**config.mk**
```make
export PLATFORM = sky130hd
export DESIGN_NAME = ami_req_merge
export DESIGN_NICKNAME = d
export VERILOG_FILES = /design/src/rtl/ami_req_merge.sv
export SDC_FILE = /design/constraint.sdc
export NUM_CORES = 1
export LEC_CHECK = 0
export CAP_MARGIN = 5
export CORE_AREA = 2 2 239 241
export CTS_BUF_LIST = sky130_fd_sc_hd__clkbuf_8
export CTS_CLUSTER_SIZE = 14
export DETAILED_ROUTE_END_ITERATION = 8
export DIE_AREA = 0 0 241 243
export PLACE_DENSITY = 0.45
export RECOVER_POWER = 25
export SLEW_MARGIN = 0
export SYNTH_ARGS = -nofsm -noshare
export SYNTH_HDL_FRONTEND = slang
export SYNTH_SLANG_ARGS = --single-unit
```
**constraint.sdc**
```tcl
create_clock -name clk -period 4.86 [get_ports clk]
set_input_delay 0.729 -clock clk [delete_from_list [all_inputs] [get_ports clk]]
set_output_delay 0.729 -clock clk [all_outputs]
set_load 0.01 [all_outputs]
```
**src/rtl/ami_req_merge.sv**
```systemverilog
// ami_req_merge: merges two AMI request ports onto one memory port and steers read responses back in order.
// Defining AMI_MERGE_STATS_EN builds the rd/wr/stall statistics counters; otherwise the stat ports read 0.

package ami_pkg;

  typedef struct packed {
    logic        valid;
    logic        isWrite;
    logic [31:0] addr;
    logic [63:0] data;
    logic [2:0]  size;
  } AMIRequest;

  typedef struct packed {
    logic        valid;
    logic [63:0] data;
  } AMIResponse;

endpackage

// ami_tag_fifo: records the requesting port of each outstanding read, oldest at the head.
// Latency: a pushed entry reaches the head one cycle after the push.
// Backpressure: a push is taken when not full, or when full and a pop happens in the same cycle.
module ami_tag_fifo #(
  parameter int W     = 1,
  parameter int DEPTH = 16
) (
  input  logic                  clk,
  input  logic                  rst,
  input  logic                  push_vld,
  input  logic [W-1:0]          push_dat,
  input  logic                  pop_vld,
  output logic [W-1:0]          head_dat,
  output logic                  full,
  output logic                  empty,
  output logic [$clog2(DEPTH):0] count
);

  localparam int PW = $clog2(DEPTH);
  localparam int CW = PW + 1;

  logic [W-1:0]  mem_q [DEPTH];
  logic [PW-1:0] wr_ptr_q, wr_ptr_d;
  logic [PW-1:0] rd_ptr_q, rd_ptr_d;
  logic [CW-1:0] count_q, count_d;
  logic          do_push, do_pop;

  assign full     = (count_q == CW'(DEPTH));
  assign empty    = (count_q == '0);
  assign do_pop   = pop_vld & ~empty;
  assign do_push  = push_vld & (~full | do_pop);
  assign head_dat = mem_q[rd_ptr_q];
  assign count    = count_q;

  // Pointers are PW bits wide, so they wrap modulo DEPTH for free.
  always_comb begin
    wr_ptr_d = wr_ptr_q;
    rd_ptr_d = rd_ptr_q;
    count_d  = count_q;
    if (do_push) wr_ptr_d = wr_ptr_q + PW'(1);
    if (do_pop)  rd_ptr_d = rd_ptr_q + PW'(1);
    if (do_push && !do_pop)      count_d = count_q + CW'(1);
    else if (!do_push && do_pop) count_d = count_q - CW'(1);
  end

  always_ff @(posedge clk or negedge rst) begin
    if (!rst) begin
      wr_ptr_q <= '0;
      rd_ptr_q <= '0;
      count_q  <= '0;
    end else begin
      wr_ptr_q <= wr_ptr_d;
      rd_ptr_q <= rd_ptr_d;
      count_q  <= count_d;
    end
  end

  always_ff @(posedge clk) begin
    if (do_push) mem_q[wr_ptr_q] <= push_dat;
  end

endmodule

// ami_req_merge: round-robin merge of two request ports into one registered output request.
// Latency: 1 cycle from in_req_grants to out_req.valid; responses pass through combinationally.
// Backpressure: output register reloads only when empty or handshaking; reads also need tag FIFO room.
module ami_req_merge #(
  parameter int TAG_DEPTH = 16
) (
  input  logic                          clk,
  input  logic                          rst,
  input  ami_pkg::AMIRequest [1:0]      in_reqs,
  output logic [1:0]                    in_req_grants,
  output ami_pkg::AMIResponse [1:0]     in_resps,
  input  logic [1:0]                    in_resp_grants,
  output ami_pkg::AMIRequest            out_req,
  input  logic                          out_req_grant,
  input  ami_pkg::AMIResponse           out_resp,
  output logic                          out_resp_grant,
  output logic [$clog2(TAG_DEPTH):0]    pending,
  output logic                          orphan_err,
  output logic [31:0]                   stat_rd,
  output logic [31:0]                   stat_wr,
  output logic [31:0]                   stat_stall
);

  ami_pkg::AMIRequest out_req_q, out_req_d;
  ami_pkg::AMIRequest acc_req;
  logic               last_q, last_d;
  logic               orphan_q, orphan_d;
  logic [1:0]         elig;
  logic               win;
  logic               acc_vld;
  logic               rd_push;
  logic               loadable;
  logic               tag_full, tag_empty, tag_head;
  logic               tag_room;
  logic               resp_pop;

  assign loadable = ~out_req_q.valid | out_req_grant;
  assign resp_pop = rst & ~tag_empty & out_resp.valid & in_resp_grants[tag_head];
  // A full FIFO still takes a new read when the head is retiring this same cycle.
  assign tag_room = ~tag_full | resp_pop;

  always_comb begin
    elig = '0;
    for (int p = 0; p < 2; p++) begin
      elig[p] = rst & in_reqs[p].valid & loadable & (in_reqs[p].isWrite | tag_room);
    end
  end

  always_comb begin
    in_req_grants = '0;
    if (elig[0] && elig[1]) win = ~last_q;
    else                    win = elig[1];
    if (|elig) in_req_grants[win] = 1'b1;
  end

  assign acc_vld = |elig;
  assign acc_req = in_reqs[win];
  assign rd_push = acc_vld & ~acc_req.isWrite;

  always_comb begin
    out_req_d = out_req_q;
    last_d    = last_q;
    orphan_d  = orphan_q | (tag_empty & out_resp.valid);
    if (acc_vld) begin
      out_req_d = acc_req;
      last_d    = win;
    end else if (out_req_grant) begin
      out_req_d.valid = 1'b0;
    end
  end

  always_ff @(posedge clk or negedge rst) begin
    if (!rst) begin
      out_req_q <= '0;
      last_q    <= 1'b1;
      orphan_q  <= 1'b0;
    end else begin
      out_req_q <= out_req_d;
      last_q    <= last_d;
      orphan_q  <= orphan_d;
    end
  end

  ami_tag_fifo #(
    .W     (1),
    .DEPTH (TAG_DEPTH)
  ) u_tag_fifo (
    .clk      (clk),
    .rst      (rst),
    .push_vld (rd_push),
    .push_dat (win),
    .pop_vld  (resp_pop),
    .head_dat (tag_head),
    .full     (tag_full),
    .empty    (tag_empty),
    .count    (pending)
  );

  always_comb begin
    for (int p = 0; p < 2; p++) begin
      in_resps[p]       = out_resp;
      in_resps[p].valid = rst & out_resp.valid & ~tag_empty & (tag_head == 1'(p));
    end
    out_resp_grant = rst & ~tag_empty & in_resp_grants[tag_head];
  end

  assign out_req    = out_req_q;
  assign orphan_err = orphan_q;

`ifdef AMI_MERGE_STATS_EN
  logic [31:0] stat_rd_q, stat_rd_d;
  logic [31:0] stat_wr_q, stat_wr_d;
  logic [31:0] stat_stall_q, stat_stall_d;

  // Counters stick at all-ones rather than wrapping.
  always_comb begin
    stat_rd_d    = stat_rd_q;
    stat_wr_d    = stat_wr_q;
    stat_stall_d = stat_stall_q;
    if (rd_push && stat_rd_q != '1)                   stat_rd_d    = stat_rd_q + 32'd1;
    if (acc_vld && acc_req.isWrite && stat_wr_q != '1) stat_wr_d    = stat_wr_q + 32'd1;
    if (out_req_q.valid && !out_req_grant && stat_stall_q != '1)
      stat_stall_d = stat_stall_q + 32'd1;
  end

  always_ff @(posedge clk or negedge rst) begin
    if (!rst) begin
      stat_rd_q    <= '0;
      stat_wr_q    <= '0;
      stat_stall_q <= '0;
    end else begin
      stat_rd_q    <= stat_rd_d;
      stat_wr_q    <= stat_wr_d;
      stat_stall_q <= stat_stall_d;
    end
  end

  assign stat_rd    = stat_rd_q;
  assign stat_wr    = stat_wr_q;
  assign stat_stall = stat_stall_q;
`else
  assign stat_rd    = '0;
  assign stat_wr    = '0;
  assign stat_stall = '0;
`endif

endmodule

```
Yosys cells after proc, flatten, opt, wreduce, memory -nomap -nowiden
Memories as Yosys holds them, arrays and structs flattened.
Cells that the tools add are included.
Storage, ports and cells
  flip-flop bits (word level): 116
  memory bits (writable): 16
  input port bits: 272
  output and inout bits: 336
  memories kept: 1
Memory list
  u_tag_fifo.mem_q: depth 16, bits a word 1, read ports 1, clocked after Yosys merged registers in 0, wr ports 1, line 42  | logic [W-1:0] mem_q [DEPTH];
Operators by class
  $add $sub $neg: 4
  magnitude comparators: 3
  equal/unequal tests: 1
  multiplexer cells: 14
  bitwise logic cells: 30
  reduce and logical (&&, ||, !) cells: 10
Operator list (number)
  2-to-1 mux 101 bit: 2
  bitwise AND 1 bit: 18
  2-to-1 mux 5 bit: 2
  adder 4 x 1 -> 4 bit (second input constant): 2
  2-to-1 mux 1 bit: 8
  NOT 1 bit: 6
  bitwise OR 1 bit: 6
  adder 5 x 1 -> 5 bit (second input constant): 1
  equality test 5 bit (second input constant): 1
  logical NOT 5 bit: 1
  subtractor 5 x 1 -> 5 bit (second input constant): 1
  logical AND 1 bit: 4
  less-than comparator 1 x 2 -> 1 bit (second input constant): 2
  nonzero test 2 bit: 2
  logical NOT 1 bit: 2
  2-to-1 mux 2 bit: 1
  OR reduction 2 bit: 1
  demux 1 bit (select 1 bit): 1
  >= comparator 1 bit (second input constant): 1

Logic depth before layout (Yosys ltp)
Gate-level depths: netlist of the first run.
  depth after elaboration: 19
  mapped depth: 14
  gate-level depth less buffers: 13

By module
From an unflattened synthesis of the first run, not the netlist that was laid out.
Unflattened totals
  cells, all modules: 719
  area total of the unflattened synthesis: 7972.6 um^2
Modules (own cells, without submodules)
  ami_req_merge: instances 1, cells each 598, area an instance 6512.5 um^2
  ami_tag_fifo: instances 1, cells each 121, area an instance 1460.2 um^2

Worst setup path before layout of the first run
Ideal clock, no wire load.
  path type: reg2reg
  from: reg u_tag_fifo.rd_ptr_q[2]
  to: reg u_tag_fifo.count_q[4], in the netlist u_tag_fifo.count[4]
  setup time: 0.127 ns
  arrival: 3.572 ns
  required time: 4.733 ns
  path slack: 1.161 ns
  stages on the path, launching flop included: 15
  path buffers: 1
  period minus slack after synthesis: 3.699 ns
  cell sequence: dfrtp_1 -> buf_2 -> mux4_2 -> mux4_2 -> mux2_4 -> a21oi_1 -> nor2_1 -> ha_1 -> inv_1 -> ha_1 -> a21o_1 -> a21oi_1 -> xnor2_1 -> nor2_1 -> xor2_1
On the way
  longest elaborated chain between the ends: 17
  elaborated cells on any way between the ends: 25
RTL lines
  from (decl): line 44  | logic [PW-1:0] rd_ptr_q, rd_ptr_d;
  from (signal assigned): line 73  | rd_ptr_q <= rd_ptr_d;
  memory read (16 x 1 bit) (*)
  2-to-1 mux 1 bit (implied by the code) (*) (2 in series): line 121  | assign resp_pop = rst & ~tag_empty & out_resp.valid & in_resp_grants[tag_head];
  bitwise AND 1 bit (*): line 121
  bitwise OR 1 bit: line 123  | assign tag_room = ~tag_full | resp_pop;
  bitwise OR 1 bit: line 128  | elig[p] = rst & in_reqs[p].valid & loadable & (in_reqs[p].isWrite | tag_room);
  bitwise AND 1 bit: line 128
  logical AND 1 bit: line 134  | if (elig[0] && elig[1]) win = ~last_q;
  2-to-1 mux 1 bit: line 134
  2-to-1 mux 101 bit (implied by the code) (2 in series): line 140  | assign acc_req = in_reqs[win];
  NOT 1 bit: line 141  | assign rd_push = acc_vld & ~acc_req.isWrite;
  bitwise AND 1 bit: line 141
  bitwise AND 1 bit (*): line 51  | assign do_push = push_vld & (~full | do_pop);
  named net u_tag_fifo.do_push: line 46  | logic do_push, do_pop;
  logical NOT 1 bit: line 63  | else if (!do_push && do_pop) count_d = count_q - CW'(1);
  logical AND 1 bit: line 63
  nonzero test 2 bit (no source line)
  to (signal assigned): line 74  | count_q <= count_d;
  to (decl): line 45  | logic [CW-1:0] count_q, count_d;
Mark *: on every way through the listed nets, which the timed path passes. The rest lies on a longest branch. The select of a mux whose other input is x is not followed.
A chain may end at the register's enable or synchronous reset.

Worst setup path in the final report of the first run
  from: reg u_tag_fifo.rd_ptr_q[2]
  to: out in_req_grants[1]
On the way
  longest elaborated chain between the ends: 14
  elaborated cells on any way between the ends: 18
RTL lines
  memory read (16 x 1 bit) (*)
  2-to-1 mux 1 bit (implied by the code) (*) (2 in series): line 121
  bitwise AND 1 bit (*): line 121
  bitwise OR 1 bit (*): line 123
  bitwise OR 1 bit: line 128
  bitwise AND 1 bit: line 128
  logical AND 1 bit: line 134
  2-to-1 mux 1 bit: line 134
  less-than comparator 1 x 2 -> 1 bit (implied by the code) / >= comparator 1 bit (equally long branches): line 136  | if (|elig) in_req_grants[win] = 1'b1;
  logical AND 1 bit (implied by the code): line 136
  2-to-1 mux 1 bit (implied by the code): line 136
  demux 1 bit (select 1 bit): line 136
  2-to-1 mux 2 bit (*): line 136
  to (decl): line 93  | output logic [1:0] in_req_grants,
Every way passes the cells marked *; elsewhere a longest branch is shown, timed or not. The select of a mux whose other input is x is not followed.

==> metrics, run 1 <==
status=finished, violations left; design area=12,500 um2; Synth Instances=slightly below 1,000; RSZ-0062 raised after global routing=no; leading cell types by count after synthesis=226 x buf_4, 115 x dfrtp_1, 115 x inv_1, 100 x o2111ai_1, 99 x o221ai_1; Yosys top cell area share=0.302; post-synthesis sequential area ratio=0.355; DP Area=12,100 um2; cts repair resizes=0; Clock Latency Late Sink=between 500 and 600 ps; layout cells sized above 1=0.0782; global-route wire length before repair=57,100 um; critical path class=flop to output port; crit start category=flop; GRT overflow=0; CTS Sinks=132; Std-Cell Rows=87; vias in the first global route=8,766; LEAKAGE=0.00471 uW; Clock Tree Buf Depth=2; Final Hold Vio Count=0; top_reg_cell synth=dfrtp_1; vias per inst=~4.5; Die Footprint=58,600 um2; Max Fanout on Critical Path=6; Vias=8,365; CP Data Required Time=4130 ps; Synth area leaders=dfrtp_1 30%, buf_4 18%, o2111ai_1 9.2%; IO buf count=around 320; post-DP HPWL=roughly 25,000 um; most frequent cell on the critical path=mux4_2; DR WL/cell=roughly 21 um; max-slew violations=30; initial antenna violation count=2; Die H=~240 um; Max Cap Viol=1; final hold slack=531 ps; final worst slack=242 ps; worst vdd ir=~220 uV; power density cells=388 nW/um2; Least-Margin Pin Slew=1910 ps; top-count cell post-synth=buf_4; post-synth top area cell=dfrtp_1; CTS tree=built; Routed WL=38,600 um; antenna viol nets, final=0; min cycle time layout=about 4600 ps; DR DRC count=0; Final Wtd Congestion=0.749; Critical Path End Type=output port; failing checks=capacitance limit, slew limit; CTS buffer count=17; slowest stage delay, CP=570 ps; Mapped Area=about 9500 um2; Syn-to-layout area delta=31.2%; largest net degree at the start of global routing=117; clock slew at reported path FFs=about 80 ps; post-place setup slack=between 700 and 800 ps; Total Routing Usage GR=0.132; Starting Density=0.170; Synthesis Warnings=0; fillers=a little over 6,000; Worst path slowest cell=clkdlybuf4s50_1; #FFs+latches synth=132; io pins=around 610; first-pass detailed-route iteration total=4; number of setup violations in the final report=0; H-tree depth=4; Root Buffer=clkbuf_8; Netlist cell types=48; worst path arrival time=3890 ps; area of the core=56,000 um2; setup_tns=0 ps; final net count=1,382; Layout Skew=11.1 ps; Initial DRC Count=between 300 and 400; Rel. slew slack=-0.274; Avg Cell Area, Syn=9.70 um2; hold crit path type=flop to flop; worst-path cell chain=mux4_2 -> mux4_2 -> mux2_4 -> a211oi_4 -> o211a_1 -> clkdlybuf4s50_1; fraction of registers with async set/reset=0.879; die span in x=241 um; Fmax=217 MHz; Post-synth EDFFs=16; fin crit share=0.950
worst max-delay path, delay by kind of cell (launching register included):
family / cells / cell delay [ps]
flip-flops: 1 / 520
AO/OA/AOI/OAI: 2 / 790
multiplexers: 3 / 1460
buffers and inverters: 1 / 570
routing by layer:
metal,routed length [um],track usage
met1,15700,0.155
met2,17900,0.204
met3,3530,0.0540
met4,1450,0.0664
met5,0,0
power by group:
group / leakage [uW] / switching (uW) / internal [uW]
combinational: 0.00301 / 1120 / 1120
sequential: 0.00153 / 244 / 1440
clock: 0.000176 / 523 / 394
sequential cells by signal (all words and copies together) (netlist names):
register,cells
u_tag_fifo.rd_ptr_q,4
orphan_err,1
u_tag_fifo.wr_ptr_q,4
u_tag_fifo.mem_q,16
out_req,101
u_tag_fifo.count,5
last_q,1
final timing paths:
path / startpoint / to / slack [ps] / depth (start not counted)
setup / recovery: u_tag_fifo.rd_ptr_q[2]$_DFFE_PN0P_ / in_req_grants[1] / 240 / 6
hold / removal: out_req[99]$_DFFE_PN0P_ / out_req[99]$_DFFE_PN0P_ / 530 / 2
setup reg to reg: u_tag_fifo.rd_ptr_q[2]$_DFFE_PN0P_ / u_tag_fifo.count[4]$_DFFE_PN0P_ / 770 / 13
hold reg to reg: out_req[99]$_DFFE_PN0P_ / out_req[99]$_DFFE_PN0P_ / 530 / 2
max in group asynchronous: rst / out_req[48]$_DFFE_PN0P_ / 1570 / 4
min in group asynchronous: rst / out_req[67]$_DFFE_PN0P_ / 640 / 2
repair_timing:
| item | CTS | global route |
|---|---|---|
| endpoints found under the setup margin | 0 | 0 |
| hold buffers | 1 | 0 |
| setup buffers | 0 | 0 |
| hold endpoints to repair | 8 | 0 |
through the flow:
step	instances	util	total power, uW
finish	1870	0.223	4850
global route	1869	0.223	5200
CTS	1869	0.223	4960
detailed placement	1836	0.217	3980
global placement	1836	0.217	3960
floorplan	1077	-	2950
cell families after synthesis:
logic type               synth area share
buffers and inverters               0.271
flip-flops                          0.355
XOR/XNOR                          0.00919
multiplexers                       0.0156
AO/OA/AOI/OAI                       0.306
adder cells (fa/ha/maj)            0.0139
AND/OR/NAND/NOR                    0.0290
other                            0.000394
area by class of cell:
| type | instances | area, um2 | area share |
|---|---|---|---|
| Antenna cell | 1 | 2.50 | 0.000200 |
| Clock buffer | 17 | 234 | 0.0187 |
| Clock inverter | 15 | 119 | 0.00951 |
| Inverter | 115 | 432 | 0.0345 |
| Multi-Input combinational cell | 494 | 3990 | 0.319 |
| Sequential cell | 132 | 3380 | 0.271 |
| Tap cell | 756 | 946 | 0.0757 |
| Timing Repair Buffer | 340 | 3390 | 0.271 |
placed cells by master (no fill, tap or decap), types with 8 or more instances in the layout:
cell | synthesis | layout
and2_1 | 10 | 10
buf_4 | 226 | 16
clkbuf_8 | 0 | 17
clkdlybuf4s50_1 | 0 | 318
conb_1 | 1 | 96
dfrtp_1 | 115 | 115
edfxtp_1 | 16 | 16
ha_1 | 9 | 9
inv_1 | 115 | 116
nand2_1 | 8 | 8
nor2_1 | 15 | 15
o2111ai_1 | 100 | 100
o221ai_1 | 99 | 99
o311ai_1 | 78 | 78
o311ai_2 | 20 | 20
No activity file was read; power rests on OpenSTA's default activity.
==> run 2: changes to the inputs <==
Settings changed: TNS_END_PERCENT set to 30.
==> results of run 2 <==
Final layout, timing and power as in run 1 (identical DEF).
